===== config.mk =====
export PLATFORM = sky130hd
export DESIGN_NAME = wb_scr1_mem_bridge_flat
export DESIGN_NICKNAME = d
export VERILOG_FILES = /design/src/rtl/wb_scr1_mem_bridge_pkg.sv /design/src/rtl/wb_scr1_mem_bridge_if.sv /design/src/rtl/wb_scr1_mem_bridge_timeout.sv /design/src/rtl/wb_scr1_mem_bridge.sv /design/src/flat_wrapper.sv
export SDC_FILE = /design/constraint.sdc
export NUM_CORES = 1
export LEC_CHECK = 0
export ABC_CLOCK_PERIOD_IN_PS = 3400
export BUFFER_PORTS_ARGS = -buffer_cell sky130_fd_sc_hd__buf_2
export CAP_MARGIN = 20
export CORE_AREA = 2 2 118 91
export CTS_CLUSTER_SIZE = 8
export DETAILED_ROUTE_END_ITERATION = 12
export DIE_AREA = 0 0 120 93
export GPL_TIMING_DRIVEN = 0
export PLACE_DENSITY = 0.77
export RECOVER_POWER = 25
export SLEW_MARGIN = 5
export SYNTH_ARGS = -nofsm -noshare
export SYNTH_HDL_FRONTEND = slang
export SYNTH_SLANG_ARGS = --single-unit

===== constraint.sdc =====
create_clock -name wb_clk_i -period 3.4 [get_ports wb_clk_i]
set_input_delay 0.17 -clock wb_clk_i [delete_from_list [all_inputs] [get_ports wb_clk_i]]
set_output_delay 0.17 -clock wb_clk_i [all_outputs]
set_load 0.1 [all_outputs]

===== src/rtl/wb_scr1_mem_bridge_pkg.sv =====
`default_nettype none
// ============================================================================
// Module   : wb_scr1_bridge_pkg
// Brief    : Shared types and helpers for the SCR1-to-Wishbone memory bridge.
// Revision : 1.0
// ============================================================================
package wb_scr1_bridge_pkg;

    typedef enum logic {
        SCR1_MEM_CMD_RD = 1'b0,
        SCR1_MEM_CMD_WR = 1'b1
    } type_scr1_mem_cmd_e;

    typedef enum logic [1:0] {
        SCR1_MEM_WIDTH_BYTE  = 2'b00,
        SCR1_MEM_WIDTH_HWORD = 2'b01,
        SCR1_MEM_WIDTH_WORD  = 2'b10
    } type_scr1_mem_width_e;

    typedef enum logic [1:0] {
        SCR1_MEM_RESP_NOTRDY = 2'b00,
        SCR1_MEM_RESP_RDY_OK = 2'b01,
        SCR1_MEM_RESP_RDY_ER = 2'b10
    } type_scr1_mem_resp_e;

    typedef enum logic [1:0] {
        ST_IDLE = 2'd0,
        ST_BUS  = 2'd1,
        ST_RESP = 2'd2
    } bridge_state_e;

    // Default lane configuration (32-bit bus); wider instances derive their own.
    localparam int SEL_W_DFLT = 4;
    localparam int OFS_W      = $clog2(SEL_W_DFLT);

    function automatic logic [7:0] sel_gen(input type_scr1_mem_width_e width,
                                           input logic [2:0]           offset,
                                           input int                   sel_w);
        logic [7:0] base;
        logic [2:0] ofs;
        case (width)
            SCR1_MEM_WIDTH_BYTE:  base = 8'h01;
            SCR1_MEM_WIDTH_HWORD: base = 8'h03;
            default:              base = 8'h0F;
        endcase
        ofs = offset & 3'(sel_w - 1);
        return base << ofs;
    endfunction

    // Byte/hword copied across the 32-bit lane, lane copied across 64 bits.
    function automatic logic [63:0] wdata_replicate(input type_scr1_mem_width_e width,
                                                    input logic [31:0]          wdata);
        logic [31:0] lane;
        case (width)
            SCR1_MEM_WIDTH_BYTE:  lane = {4{wdata[7:0]}};
            SCR1_MEM_WIDTH_HWORD: lane = {2{wdata[15:0]}};
            default:              lane = wdata;
        endcase
        return {lane, lane};
    endfunction

    function automatic logic misaligned(input type_scr1_mem_width_e width,
                                        input logic [1:0]           ofs);
        case (width)
            SCR1_MEM_WIDTH_BYTE:  return 1'b0;
            SCR1_MEM_WIDTH_HWORD: return ofs[0];
            SCR1_MEM_WIDTH_WORD:  return |ofs;
            default:              return 1'b1;
        endcase
    endfunction

endpackage
`default_nettype wire


===== src/rtl/wb_scr1_mem_bridge_if.sv =====
`default_nettype none
// ============================================================================
// Module   : wb_scr1_core_if / wb_scr1_wb_if
// Brief    : SCR1 memory-port and Wishbone-master bundles for the bridge.
// Revision : 1.0
// ============================================================================
interface wb_scr1_core_if #(
    parameter int ADDR_W = 32
);
    import wb_scr1_bridge_pkg::*;

    logic                 core_req_i;
    logic                 core_req_ack_o;
    type_scr1_mem_cmd_e   core_cmd_i;
    type_scr1_mem_width_e core_width_i;
    logic [ADDR_W-1:0]    core_addr_i;
    logic [31:0]          core_wdata_i;
    logic [31:0]          core_rdata_o;
    type_scr1_mem_resp_e  core_resp_o;

    modport master (
        output core_req_i, core_cmd_i, core_width_i, core_addr_i, core_wdata_i,
        input  core_req_ack_o, core_rdata_o, core_resp_o
    );

    modport slave (
        input  core_req_i, core_cmd_i, core_width_i, core_addr_i, core_wdata_i,
        output core_req_ack_o, core_rdata_o, core_resp_o
    );
endinterface

interface wb_scr1_wb_if #(
    parameter int ADDR_W = 32,
    parameter int DATA_W = 32
);
    logic [ADDR_W-1:0]   wbm_adr_o;
    logic [DATA_W-1:0]   wbm_dat_o;
    logic [DATA_W-1:0]   wbm_dat_i;
    logic                wbm_we_o;
    logic [DATA_W/8-1:0] wbm_sel_o;
    logic                wbm_stb_o;
    logic                wbm_cyc_o;
    logic                wbm_ack_i;
    logic                wbm_err_i;
    logic                wbm_stall_i;

    modport master (
        output wbm_adr_o, wbm_dat_o, wbm_we_o, wbm_sel_o, wbm_stb_o, wbm_cyc_o,
        input  wbm_dat_i, wbm_ack_i, wbm_err_i, wbm_stall_i
    );

    modport slave (
        input  wbm_adr_o, wbm_dat_o, wbm_we_o, wbm_sel_o, wbm_stb_o, wbm_cyc_o,
        output wbm_dat_i, wbm_ack_i, wbm_err_i, wbm_stall_i
    );
endinterface
`default_nettype wire


===== src/rtl/wb_scr1_mem_bridge_timeout.sv =====
`default_nettype none
// ============================================================================
// Module   : wb_scr1_bridge_timeout
// Brief    : Bus-cycle watchdog; used only when WB_SCR1_BRIDGE_TIMEOUT_EN is set.
// Revision : 1.0
// ============================================================================
module wb_scr1_bridge_timeout #(
    parameter int TIMEOUT_CYC = 255
) (
    input  wire logic clk,
    input  wire logic rst_n,
    input  wire logic busy_i,
    output logic      expired_o
);
    localparam int CNT_W = (TIMEOUT_CYC < 2) ? 1 : $clog2(TIMEOUT_CYC + 1);

    logic [CNT_W-1:0] cnt_q;
    logic [CNT_W-1:0] cnt_d;

    // Count is zero on the first BUS cycle, so the last allowed cycle sees TIMEOUT_CYC-1.
    always_comb begin
        cnt_d     = busy_i ? cnt_q + 1'b1 : '0;
        expired_o = busy_i && (cnt_q == CNT_W'(TIMEOUT_CYC - 1));
    end

    always_ff @(posedge clk or negedge rst_n) begin
        if (!rst_n) begin
            cnt_q <= '0;
        end else begin
            cnt_q <= cnt_d;
        end
    end
endmodule
`default_nettype wire


===== src/rtl/wb_scr1_mem_bridge.sv =====
`default_nettype none
// ============================================================================
// Module   : wb_scr1_mem_bridge
// Brief    : SCR1 IMEM/DMEM port to Wishbone master (classic or B4 pipelined).
//            Optional bus timeout: define WB_SCR1_BRIDGE_TIMEOUT_EN.
// Revision : 1.0
// ============================================================================
module wb_scr1_mem_bridge
    import wb_scr1_bridge_pkg::*;
#(
    parameter int ADDR_W      = 32,
    parameter int DATA_W      = 32,
    parameter int PIPELINED   = 0,
    parameter int TIMEOUT_CYC = 255
) (
    input  wire logic       wb_clk_i,
    input  wire logic       wb_rst_n_i,
    wb_scr1_core_if.slave   core,
    wb_scr1_wb_if.master    wbm
);
    localparam int                SEL_W    = DATA_W / 8;
    localparam int                OFS_BITS = $clog2(SEL_W);
    localparam logic [ADDR_W-1:0] ADR_MASK = ~(ADDR_W'(SEL_W - 1));

    bridge_state_e     state_q, state_d;
    logic [ADDR_W-1:0] adr_q,   adr_d;
    logic [DATA_W-1:0] dat_q,   dat_d;
    logic [SEL_W-1:0]  sel_q,   sel_d;
    logic              we_q,    we_d;
    logic              cyc_q,   cyc_d;
    logic              stb_q,   stb_d;
    logic              err_q,   err_d;
    logic [31:0]       rdata_q, rdata_d;

    logic              accept;
    logic              tmo_expired;
    logic [31:0]       rd_lane;

    assign accept = (state_q == ST_IDLE) && core.core_req_i;

    // The 64-bit bus needs to remember which 32-bit lane the core asked for.
    if (DATA_W == 64) begin : g_rd64
        logic lane_q;
        logic lane_d;

        always_comb begin
            lane_d = accept ? core.core_addr_i[2] : lane_q;
        end

        always_ff @(posedge wb_clk_i or negedge wb_rst_n_i) begin
            if (!wb_rst_n_i) begin
                lane_q <= 1'b0;
            end else begin
                lane_q <= lane_d;
            end
        end

        assign rd_lane = lane_q ? wbm.wbm_dat_i[63:32] : wbm.wbm_dat_i[31:0];
    end else begin : g_rd32
        assign rd_lane = wbm.wbm_dat_i[31:0];
    end

`ifdef WB_SCR1_BRIDGE_TIMEOUT_EN
    wb_scr1_bridge_timeout #(
        .TIMEOUT_CYC (TIMEOUT_CYC)
    ) u_timeout (
        .clk       (wb_clk_i),
        .rst_n     (wb_rst_n_i),
        .busy_i    (state_q == ST_BUS),
        .expired_o (tmo_expired)
    );
`else
    assign tmo_expired = 1'b0;
`endif

    always_comb begin
        state_d = state_q;
        adr_d   = adr_q;
        dat_d   = dat_q;
        sel_d   = sel_q;
        we_d    = we_q;
        cyc_d   = cyc_q;
        stb_d   = stb_q;
        err_d   = err_q;
        rdata_d = rdata_q;

        case (state_q)
            ST_IDLE: begin
                if (core.core_req_i) begin
                    adr_d = core.core_addr_i & ADR_MASK;
                    sel_d = SEL_W'(sel_gen(core.core_width_i,
                                           3'(core.core_addr_i[OFS_BITS-1:0]), SEL_W));
                    we_d  = (core.core_cmd_i == SCR1_MEM_CMD_WR);
                    dat_d = (core.core_cmd_i == SCR1_MEM_CMD_WR)
                          ? DATA_W'(wdata_replicate(core.core_width_i, core.core_wdata_i))
                          : '0;
                    if (misaligned(core.core_width_i, core.core_addr_i[1:0])) begin
                        err_d   = 1'b1;
                        state_d = ST_RESP;
                    end else begin
                        err_d   = 1'b0;
                        cyc_d   = 1'b1;
                        stb_d   = 1'b1;
                        state_d = ST_BUS;
                    end
                end
            end

            ST_BUS: begin
                // In B4 mode the strobe is one transfer request, withdrawn once taken.
                if ((PIPELINED != 0) && stb_q && !wbm.wbm_stall_i) begin
                    stb_d = 1'b0;
                end
                if (wbm.wbm_err_i) begin
                    err_d   = 1'b1;
                    cyc_d   = 1'b0;
                    stb_d   = 1'b0;
                    state_d = ST_RESP;
                end else if (wbm.wbm_ack_i) begin
                    err_d   = 1'b0;
                    cyc_d   = 1'b0;
                    stb_d   = 1'b0;
                    if (!we_q) begin
                        rdata_d = rd_lane;
                    end
                    state_d = ST_RESP;
                end else if (tmo_expired) begin
                    err_d   = 1'b1;
                    cyc_d   = 1'b0;
                    stb_d   = 1'b0;
                    state_d = ST_RESP;
                end
            end

            ST_RESP: begin
                state_d = ST_IDLE;
            end

            default: begin
                state_d = ST_IDLE;
                cyc_d   = 1'b0;
                stb_d   = 1'b0;
            end
        endcase
    end

    always_ff @(posedge wb_clk_i or negedge wb_rst_n_i) begin
        if (!wb_rst_n_i) begin
            state_q <= ST_IDLE;
            adr_q   <= '0;
            dat_q   <= '0;
            sel_q   <= '0;
            we_q    <= 1'b0;
            cyc_q   <= 1'b0;
            stb_q   <= 1'b0;
            err_q   <= 1'b0;
            rdata_q <= '0;
        end else begin
            state_q <= state_d;
            adr_q   <= adr_d;
            dat_q   <= dat_d;
            sel_q   <= sel_d;
            we_q    <= we_d;
            cyc_q   <= cyc_d;
            stb_q   <= stb_d;
            err_q   <= err_d;
            rdata_q <= rdata_d;
        end
    end

    assign core.core_req_ack_o = (state_q == ST_IDLE);
    assign core.core_rdata_o   = rdata_q;
    assign core.core_resp_o    = (state_q != ST_RESP) ? SCR1_MEM_RESP_NOTRDY
                               : (err_q ? SCR1_MEM_RESP_RDY_ER : SCR1_MEM_RESP_RDY_OK);

    assign wbm.wbm_adr_o = adr_q;
    assign wbm.wbm_dat_o = dat_q;
    assign wbm.wbm_sel_o = sel_q;
    assign wbm.wbm_we_o  = we_q;
    assign wbm.wbm_cyc_o = cyc_q;
    assign wbm.wbm_stb_o = stb_q;
endmodule
`default_nettype wire


===== src/flat_wrapper.sv =====
// flat-port wrapper written by rule: the top's interface ports become plain ports
module wb_scr1_mem_bridge_flat import wb_scr1_bridge_pkg::*;
#(
    parameter int ADDR_W      = 32,
    parameter int DATA_W      = 32,
    parameter int PIPELINED   = 0,
    parameter int TIMEOUT_CYC = 255
)
  (wb_clk_i, wb_rst_n_i, core_core_req_i, core_core_cmd_i, core_core_width_i, core_core_addr_i, core_core_wdata_i, core_core_req_ack_o, core_core_rdata_o, core_core_resp_o, wbm_wbm_adr_o, wbm_wbm_dat_o, wbm_wbm_we_o, wbm_wbm_sel_o, wbm_wbm_stb_o, wbm_wbm_cyc_o, wbm_wbm_dat_i, wbm_wbm_ack_i, wbm_wbm_err_i, wbm_wbm_stall_i);
  wb_scr1_core_if #(.ADDR_W(ADDR_W)) core_i ();
  wb_scr1_wb_if #(.ADDR_W(ADDR_W), .DATA_W(DATA_W)) wbm_i ();
  input  wire logic wb_clk_i;
  input  wire logic wb_rst_n_i;
  input wire logic [$bits(core_i.core_req_i)-1:0] core_core_req_i;
  input wire logic [$bits(core_i.core_cmd_i)-1:0] core_core_cmd_i;
  input wire logic [$bits(core_i.core_width_i)-1:0] core_core_width_i;
  input wire logic [$bits(core_i.core_addr_i)-1:0] core_core_addr_i;
  input wire logic [$bits(core_i.core_wdata_i)-1:0] core_core_wdata_i;
  output wire logic [$bits(core_i.core_req_ack_o)-1:0] core_core_req_ack_o;
  output wire logic [$bits(core_i.core_rdata_o)-1:0] core_core_rdata_o;
  output wire logic [$bits(core_i.core_resp_o)-1:0] core_core_resp_o;
  output wire logic [$bits(wbm_i.wbm_adr_o)-1:0] wbm_wbm_adr_o;
  output wire logic [$bits(wbm_i.wbm_dat_o)-1:0] wbm_wbm_dat_o;
  output wire logic [$bits(wbm_i.wbm_we_o)-1:0] wbm_wbm_we_o;
  output wire logic [$bits(wbm_i.wbm_sel_o)-1:0] wbm_wbm_sel_o;
  output wire logic [$bits(wbm_i.wbm_stb_o)-1:0] wbm_wbm_stb_o;
  output wire logic [$bits(wbm_i.wbm_cyc_o)-1:0] wbm_wbm_cyc_o;
  input wire logic [$bits(wbm_i.wbm_dat_i)-1:0] wbm_wbm_dat_i;
  input wire logic [$bits(wbm_i.wbm_ack_i)-1:0] wbm_wbm_ack_i;
  input wire logic [$bits(wbm_i.wbm_err_i)-1:0] wbm_wbm_err_i;
  input wire logic [$bits(wbm_i.wbm_stall_i)-1:0] wbm_wbm_stall_i;
  assign core_i.core_req_i = core_core_req_i;
  assign core_i.core_cmd_i = core_core_cmd_i;
  assign core_i.core_width_i = core_core_width_i;
  assign core_i.core_addr_i = core_core_addr_i;
  assign core_i.core_wdata_i = core_core_wdata_i;
  assign core_core_req_ack_o = core_i.core_req_ack_o;
  assign core_core_rdata_o = core_i.core_rdata_o;
  assign core_core_resp_o = core_i.core_resp_o;
  assign wbm_wbm_adr_o = wbm_i.wbm_adr_o;
  assign wbm_wbm_dat_o = wbm_i.wbm_dat_o;
  assign wbm_wbm_we_o = wbm_i.wbm_we_o;
  assign wbm_wbm_sel_o = wbm_i.wbm_sel_o;
  assign wbm_wbm_stb_o = wbm_i.wbm_stb_o;
  assign wbm_wbm_cyc_o = wbm_i.wbm_cyc_o;
  assign wbm_i.wbm_dat_i = wbm_wbm_dat_i;
  assign wbm_i.wbm_ack_i = wbm_wbm_ack_i;
  assign wbm_i.wbm_err_i = wbm_wbm_err_i;
  assign wbm_i.wbm_stall_i = wbm_wbm_stall_i;
  wb_scr1_mem_bridge #(.ADDR_W(ADDR_W), .DATA_W(DATA_W), .PIPELINED(PIPELINED), .TIMEOUT_CYC(TIMEOUT_CYC)) u_core (.wb_clk_i(wb_clk_i), .wb_rst_n_i(wb_rst_n_i), .core(core_i), .wbm(wbm_i));
endmodule

==> results of run 1 <==
## synth_stat cells
cell / count / area [µm²]
o31ai_1: 19 / 143
buf_4: 6 / 45.0
a22o_1: 8 / 70.1
conb_1: 1 / 3.75
nand2b_1: 3 / 18.8
o21ai_0: 11 / 55.1
o221ai_1: 1 / 8.76
clkbuf_2: 1 / 5.00
mux2_1: 1 / 11.3
nor3b_2: 1 / 12.5
o22ai_1: 1 / 6.26
buf_6: 10 / 113
a21o_1: 1 / 7.51
or3b_1: 1 / 8.76
nand3b_1: 1 / 7.51
buf_2: 4 / 20.0
mux2_2: 39 / 439
o31a_1: 1 / 8.76
a221oi_1: 1 / 8.76
o21bai_1: 1 / 7.51
nor3b_1: 2 / 15.0
a31oi_1: 1 / 6.26
a21oi_1: 1 / 5.00
clkinv_1: 1 / 3.75
nand2_1: 129 / 484
dfrtp_1: 103 / 2580
nor2_1: 27 / 101
clkbuf_1: 8 / 30.0
nand3_1: 8 / 40.0
inv_1: 2 / 7.51
nor3_4: 1 / 16.3
nor3_1: 1 / 5.00
o32ai_2: 1 / 16.3
mux2i_1: 8 / 80.1
## sequential cells by signal, summed over array words and instances (netlist names)
name	count
u_core.wbm.wbm_sel_o	4
u_core.wbm.wbm_adr_o	30
u_core.core.core_rdata_o	32
u_core.wbm.wbm_we_o	1
u_core.err_q	1
u_core.state_q	2
u_core.wbm.wbm_cyc_o	1
u_core.wbm.wbm_dat_o	32
## cell families (layout without fill, tap and decap cells)
kind of cell | after synthesis | in the layout | synth area share, %
and+or+nand+nor | 174 | 174 | 16.2
DFF | 103 | 103 | 58.7
muxes | 48 | 48 | 12.1
AOI/OAI and AO/OA | 47 | 47 | 7.81
buffers and inverters | 32 | 256 | 5.10
other | 1 | 2 | 0.0855
## cells in the final DEF, fill, tap and decap left out, drive strengths merged, types with 2 or more instances in the layout
cell type and n:
a22o 8, buf 212, clkbuf 34, clkinv 4, conb 2, dfrtp 103, inv 3, mux2 40
mux2i 8, nand2 129, nand2b 3, nand3 8, nor2 27, nor3 2, nor3b 3, o21ai 11
o31ai 19
## metrics by stage
stage / hold slack (ns) / worst slack, ns / cells / cell area, µm²
4_1_cts: 0.00515 / 1.65 / 766 / 5930
3_5_place_dp: 0.324 / 1.66 / 749 / 5620
2_1_floorplan: -0.126 / 0.541 / 406 / 4390
5_1_grt: 0.0144 / 1.32 / 766 / 5910
6_report: 0.0136 / 1.65 / 766 / 5910
3_3_place_gp: 0.358 / 1.09 / 748 / 5590
## area by class of cell
type                       instances  area share, %
sequential                       103           43.6
inverter                           3          0.190
timing repair buffer             208           17.6
clock inverter                     6           1.16
tap                              136           2.88
multi-input combinational        271           26.9
buffer                            29           3.60
clock buffer                      10           4.04
## repair_timing
action / CTS / global route
hold buffers: 1 / 0
buffers inserted: 0 / 0
hold endpoints to repair: 63 / 0
## worst max-delay path by stage
stage,end
global placement,u_core.wbm.wbm_dat_o[22]$_DFFE_PN0P_
CTS,u_core.wbm.wbm_dat_o[1]$_DFFE_PN0P_
finish,u_core.wbm.wbm_dat_o[23]$_DFFE_PN0P_
detailed placement,u_core.wbm.wbm_dat_o[2]$_DFFE_PN0P_
floorplan,core_core_resp_o[0]
global route,u_core.wbm.wbm_adr_o[5]$_DFFE_PN0P_
## metal layers
layer	wire (µm)	up-vias	part of all wire (%)
met5	0	-	0
met4	173	0	1.5
met3	903	15	7.8
met2	5510	162	47
met1	5030	1778	43
li1	-	1787	-
==> flow_summary.ini, run 1 <==
[critical_path]
critPathTopFamily = buffers and inverters
regToRegEndpoint = u_core.core.core_rdata_o[3]$_DFFE_PN0P_
worstSetupStartpointType = input pin
cp.depth = 2
cp_slowest_cell = clkbuf_2
crit_chain = dlygate4sd3_1 > clkbuf_2
critPathKind = input pin to asynchronous set/reset pin
regToRegStartpoint = u_core.state_q[1]$_DFFE_PN0P_
crit_start = wb_rst_n_i
critPathMaxStageDelay_ns = 1.16
required_ns = 3.56
cp.arrival_ns = 1.91
r2r_slack_ns = 1.68
end_kind = asynchronous set/reset pin
path_buf_inv = 2
r2r_cells = 5
critical_path.max_fanout = 64

[synthesis]
yosysUniqueCellTypes = 34
avgSynthCellArea_um2 = 10.8
synth_cells = 405
netlist_area_um2 = 4390
ys_seq_area_share_pct = 58.7
ys_ff_latch = 103
yosys_warnings = 0

[grt]
antenna_found_initial = 0
grt_pass1_vias = 3640
grt_pass1_wl_mm = 18.1
top_usage_layer = met2
use_met2_pct = 34.7
grt_util_all_layers_pct = 20.8
grt_util_met1_pct = 27.0
gr-usage-met3_pct = 5.79
grt_start_max_net_pins = 65
grt.overflow.total = 0

[final_layout]
antennaDiodeCount = 0
post-route-util_pct = 58.8
seq_area_um2 = 2580
drive_gt1_share_pct = 43.2
finalNetCount = 730
multi_input_area_um2 = 1590
area_growth_pct = 34.8
fillerInstances = 868

[floorplan]
die_y_um = 93
core-area_um2 = 10000
initial_core_util_pct = 43.7
dieWidth_um = 120
io_pins = 211
fp.dieArea_um2 = 11200
num_rows = 32

[routing]
via_per_inst = 4.89
vias = 3742
routed_wl_mm = 11.6
routedWlPerCell_um = 15.2
first_iter_violations = 118
drtPass1Iterations = 4
postRouteAntennaNets = 0
drcViolationCount = 0

[sta]
fin_crit_sh_pct = 51.5
relSlewSlack_pct = -8.10
fmax_ghz = 0.571
final_hold_viol_count = 0
skew_ns = 0.00888
finalCriticalPeriod_ns = 1.75
setup_viol = 0
setup-tns-final_ns = 0
drv_slew = 64
rsz0062_at_grt = false
worst_pin_slew_ns = 1.62

[clocking]
cts_tree = yes
clk_latency_ns = 0.34
cts-resized-gates = 0
htreeDepth = 3
numCtsBuffers = 9
clkTransAtPathRegs_ns = 0.07
clock_tree.buffer_depth = 2
root_buffer = clkbuf_16
cts_sinks = 103

[job]
drv_cap = 1

[worst_hold_path]
hold-path-endpoint = u_core.wbm.wbm_adr_o[31]$_DFFE_PN0P_
worstHoldStart = core_core_addr_i[31]
whs_path_depth = 3
hold_path_class = input pin to flop

[outcome]
run_status = finished with violations
violations = max-capacitance violations, max-slew violations

[placement]
hpwl_mm = 8.84
gp_congestion = 0.829
numPortBuffers = 206
Power of run 1 is not shown: default switching activity piles up to over one toggle a cycle in this logic, so the estimate is an artifact.
==> run 2, diff against run 1 <==
--- a/config.mk
+++ b/config.mk
@@ -5,15 +5,15 @@
 export SDC_FILE = /design/constraint.sdc
 export NUM_CORES = 1
 export LEC_CHECK = 0
-export ABC_CLOCK_PERIOD_IN_PS = 3400
+export ABC_CLOCK_PERIOD_IN_PS = 1450
 export BUFFER_PORTS_ARGS = -buffer_cell sky130_fd_sc_hd__buf_2
 export CAP_MARGIN = 20
-export CORE_AREA = 2 2 118 91
+export CORE_AREA = 2 2 122 94
 export CTS_CLUSTER_SIZE = 8
 export DETAILED_ROUTE_END_ITERATION = 12
-export DIE_AREA = 0 0 120 93
+export DIE_AREA = 0 0 124 96
 export GPL_TIMING_DRIVEN = 0
-export PLACE_DENSITY = 0.77
+export PLACE_DENSITY = 0.75
 export RECOVER_POWER = 25
 export SLEW_MARGIN = 5
 export SYNTH_ARGS = -nofsm -noshare
==> constraint.sdc (replaced) <==
create_clock -name wb_clk_i -period 1.45 [get_ports wb_clk_i]
set_input_delay 0.0725 -clock wb_clk_i [delete_from_list [all_inputs] [get_ports wb_clk_i]]
set_output_delay 0.0725 -clock wb_clk_i [all_outputs]
set_load 0.1 [all_outputs]
==> flow_summary.ini, run 2 (synthesis results as in run 1) <==
[outcome]
run_status = finished with violations
violations = negative setup slack

[floorplan]
num_rows = 33
core-area_um2 = 10700
initial_core_util_pct = 40.9
io_pins = 211
die_y_um = 96
fp.dieArea_um2 = 11900
dieWidth_um = 124

[critical_path]
cp_slowest_cell = dfrtp_2
critPathKind = flop to flop
critPathMaxStageDelay_ns = 0.46
required_ns = 1.68
end_kind = flop
cp.arrival_ns = 1.79
worstSetupStartpointType = flop
crit_chain = nand2b_4 > nor3_4 > buf_6 > clkbuf_16 > mux2_4
critical_path.max_fanout = 7

[placement]
hpwl_mm = 9.19
post-place-ws_ns = -0.387
gp_congestion = 0.826
numPortBuffers = 206

[pwr]
switching_share_pct = 57.8
intPower_mw = 7.57
leakagePower_nw = 3.91
clkPwrFrac_pct = 14.8
seqPwrFrac_pct = 24.9
switchingPower_mw = 10.3
powerDensity_nw_per_um2 = 2380
p_comb_share_pct = 60.2
irDropWorstVdd_uv = 1410

[clocking]
clk_latency_ns = 0.34
cts_tree = yes
clkTransAtPathRegs_ns = 0.07
root_buffer = clkbuf_16
numCtsBuffers = 9
clock_tree.buffer_depth = 2
cts_sinks = 103
htreeDepth = 3

[final_layout]
drive_gt1_share_pct = 50.5
finalNetCount = 819
antennaDiodeCount = 0
final_cell_mix = 205 x buf_2, 101 x dfrtp_1, 99 x nand2_1
layout_commonest_cell = buf_2
area_growth_pct = 71.5
fillerInstances = 757

[sta]
drv_slew = 0
relSlewSlack_pct = 53.5
fmax_ghz = 0.639
setup_viol = 94
finalCriticalPeriod_ns = 1.57
worst_pin_slew_ns = 0.690
fin_crit_sh_pct = 108
skew_ns = 0.00733
fin_ws_ns = -0.116
rsz0062_at_grt = true
final_hold_viol_count = 0
fin_hold_ws_ns = 0.0176

[grt]
grt_util_all_layers_pct = 23.9
grt_pass1_vias = 4212
grt_pass1_wl_mm = 21.3
antenna_found_initial = 0
grt_start_max_net_pins = 56
grt.overflow.total = 0

[worst_hold_path]
hold_path_class = input pin to flop

[routing]
drcViolationCount = 0
drtPass1Iterations = 4
routed_wl_mm = 15.4
via_per_inst = 4.97
postRouteAntennaNets = 0
first_iter_violations = 280
vias = 4271
routedWlPerCell_um = 17.9

[job]
drv_cap = 0
-- run 2: power by group through the flow --
stage | registers, mW | logic, mW | clock network, mW
finish | 4.46 | 10.8 | 2.66
global route | 4.55 | 11.1 | 2.85
CTS | 4.32 | 10.3 | 2.70
detailed placement | 4.36 | 10.0 | 0
global placement | 4.29 | 9.97 | 0
floorplan | 11.0 | 1.69 | 0
-- run 2: final timing paths --
check	start	slack (ns)	end	cells after the start
worst max-delay path	u_core.state_q[1]$_DFFE_PN0P_	-0.12	u_core.core.core_rdata_o[25]$_DFFE_PN0P_	5
worst min-delay path	wbm_wbm_ack_i	0.02	u_core.state_q[0]$_DFFE_PN0P_	2
worst max register to register	u_core.state_q[1]$_DFFE_PN0P_	-0.12	u_core.core.core_rdata_o[25]$_DFFE_PN0P_	5
worst min register to register	u_core.wbm.wbm_adr_o[18]$_DFFE_PN0P_	0.46	u_core.wbm.wbm_adr_o[18]$_DFFE_PN0P_	2
max in group asynchronous	wb_rst_n_i	0.15	u_core.state_q[1]$_DFFE_PN0P_	3
min in group asynchronous	wb_rst_n_i	0.32	u_core.core.core_rdata_o[4]$_DFFE_PN0P_	2
-- run 2: per-stage QoR --
stage	std cells	util [%]	instance area (µm²)	total power, mW	setup TNS, ns
after global placement	752	53.7	5760	14.3	-90.19
after floorplan	406	-	4550	12.7	-5.15
final	859	70.1	7530	17.9	-6.45
after detailed placement	753	53.9	5790	14.4	-19.16
after CTS	847	65.1	6990	17.3	-6.17
after global routing	859	70.1	7530	18.5	-13.52
-- run 2: routing by layer --
layer / GRT usage, % / vias up / share of wire, %
li1: - / 1970 / -
met1: 29.6 / 2071 / 41
met2: 40.9 / 203 / 50
met3: 6.58 / 27 / 7.2
met4: 7.49 / 0 / 1.7
met5: 0 / - / 0
-- run 2: layout make-up --
type / count / area [µm²] / share of cell area, %
tap: 140 / 175 / 2.33
buffer: 27 / 284 / 3.77
clock buffer: 10 / 239 / 3.17
multi-input combinational: 272 / 2070 / 27.5
sequential: 103 / 2580 / 34.3
timing repair buffer: 298 / 2070 / 27.6
clock inverter: 6 / 90.1 / 1.20
inverter: 3 / 11.3 / 0.150
-- run 2: critical path, delay by kind of cell, from the launching register on --
kind	cells	cell delay, ns
AND/OR/NAND/NOR	2	0.32
buffers and inverters	2	0.36
flip-flops	1	0.46
multiplexers	1	0.31
-- run 2: timing repair --
| item | 4_1_cts | 5_1_grt |
|---|---|---|
| hold buffers | 73 | 0 |
| resized for setup | 28 | 87 |
| buffers inserted | 5 | 6 |
| gates cloned | 1 | 7 |
| setup endpoints to repair | 105 | 104 |
| pin swaps | 2 | 25 |
| endpoints found under the hold margin | 120 | 0 |
Power figures use the tool's default switching activity.
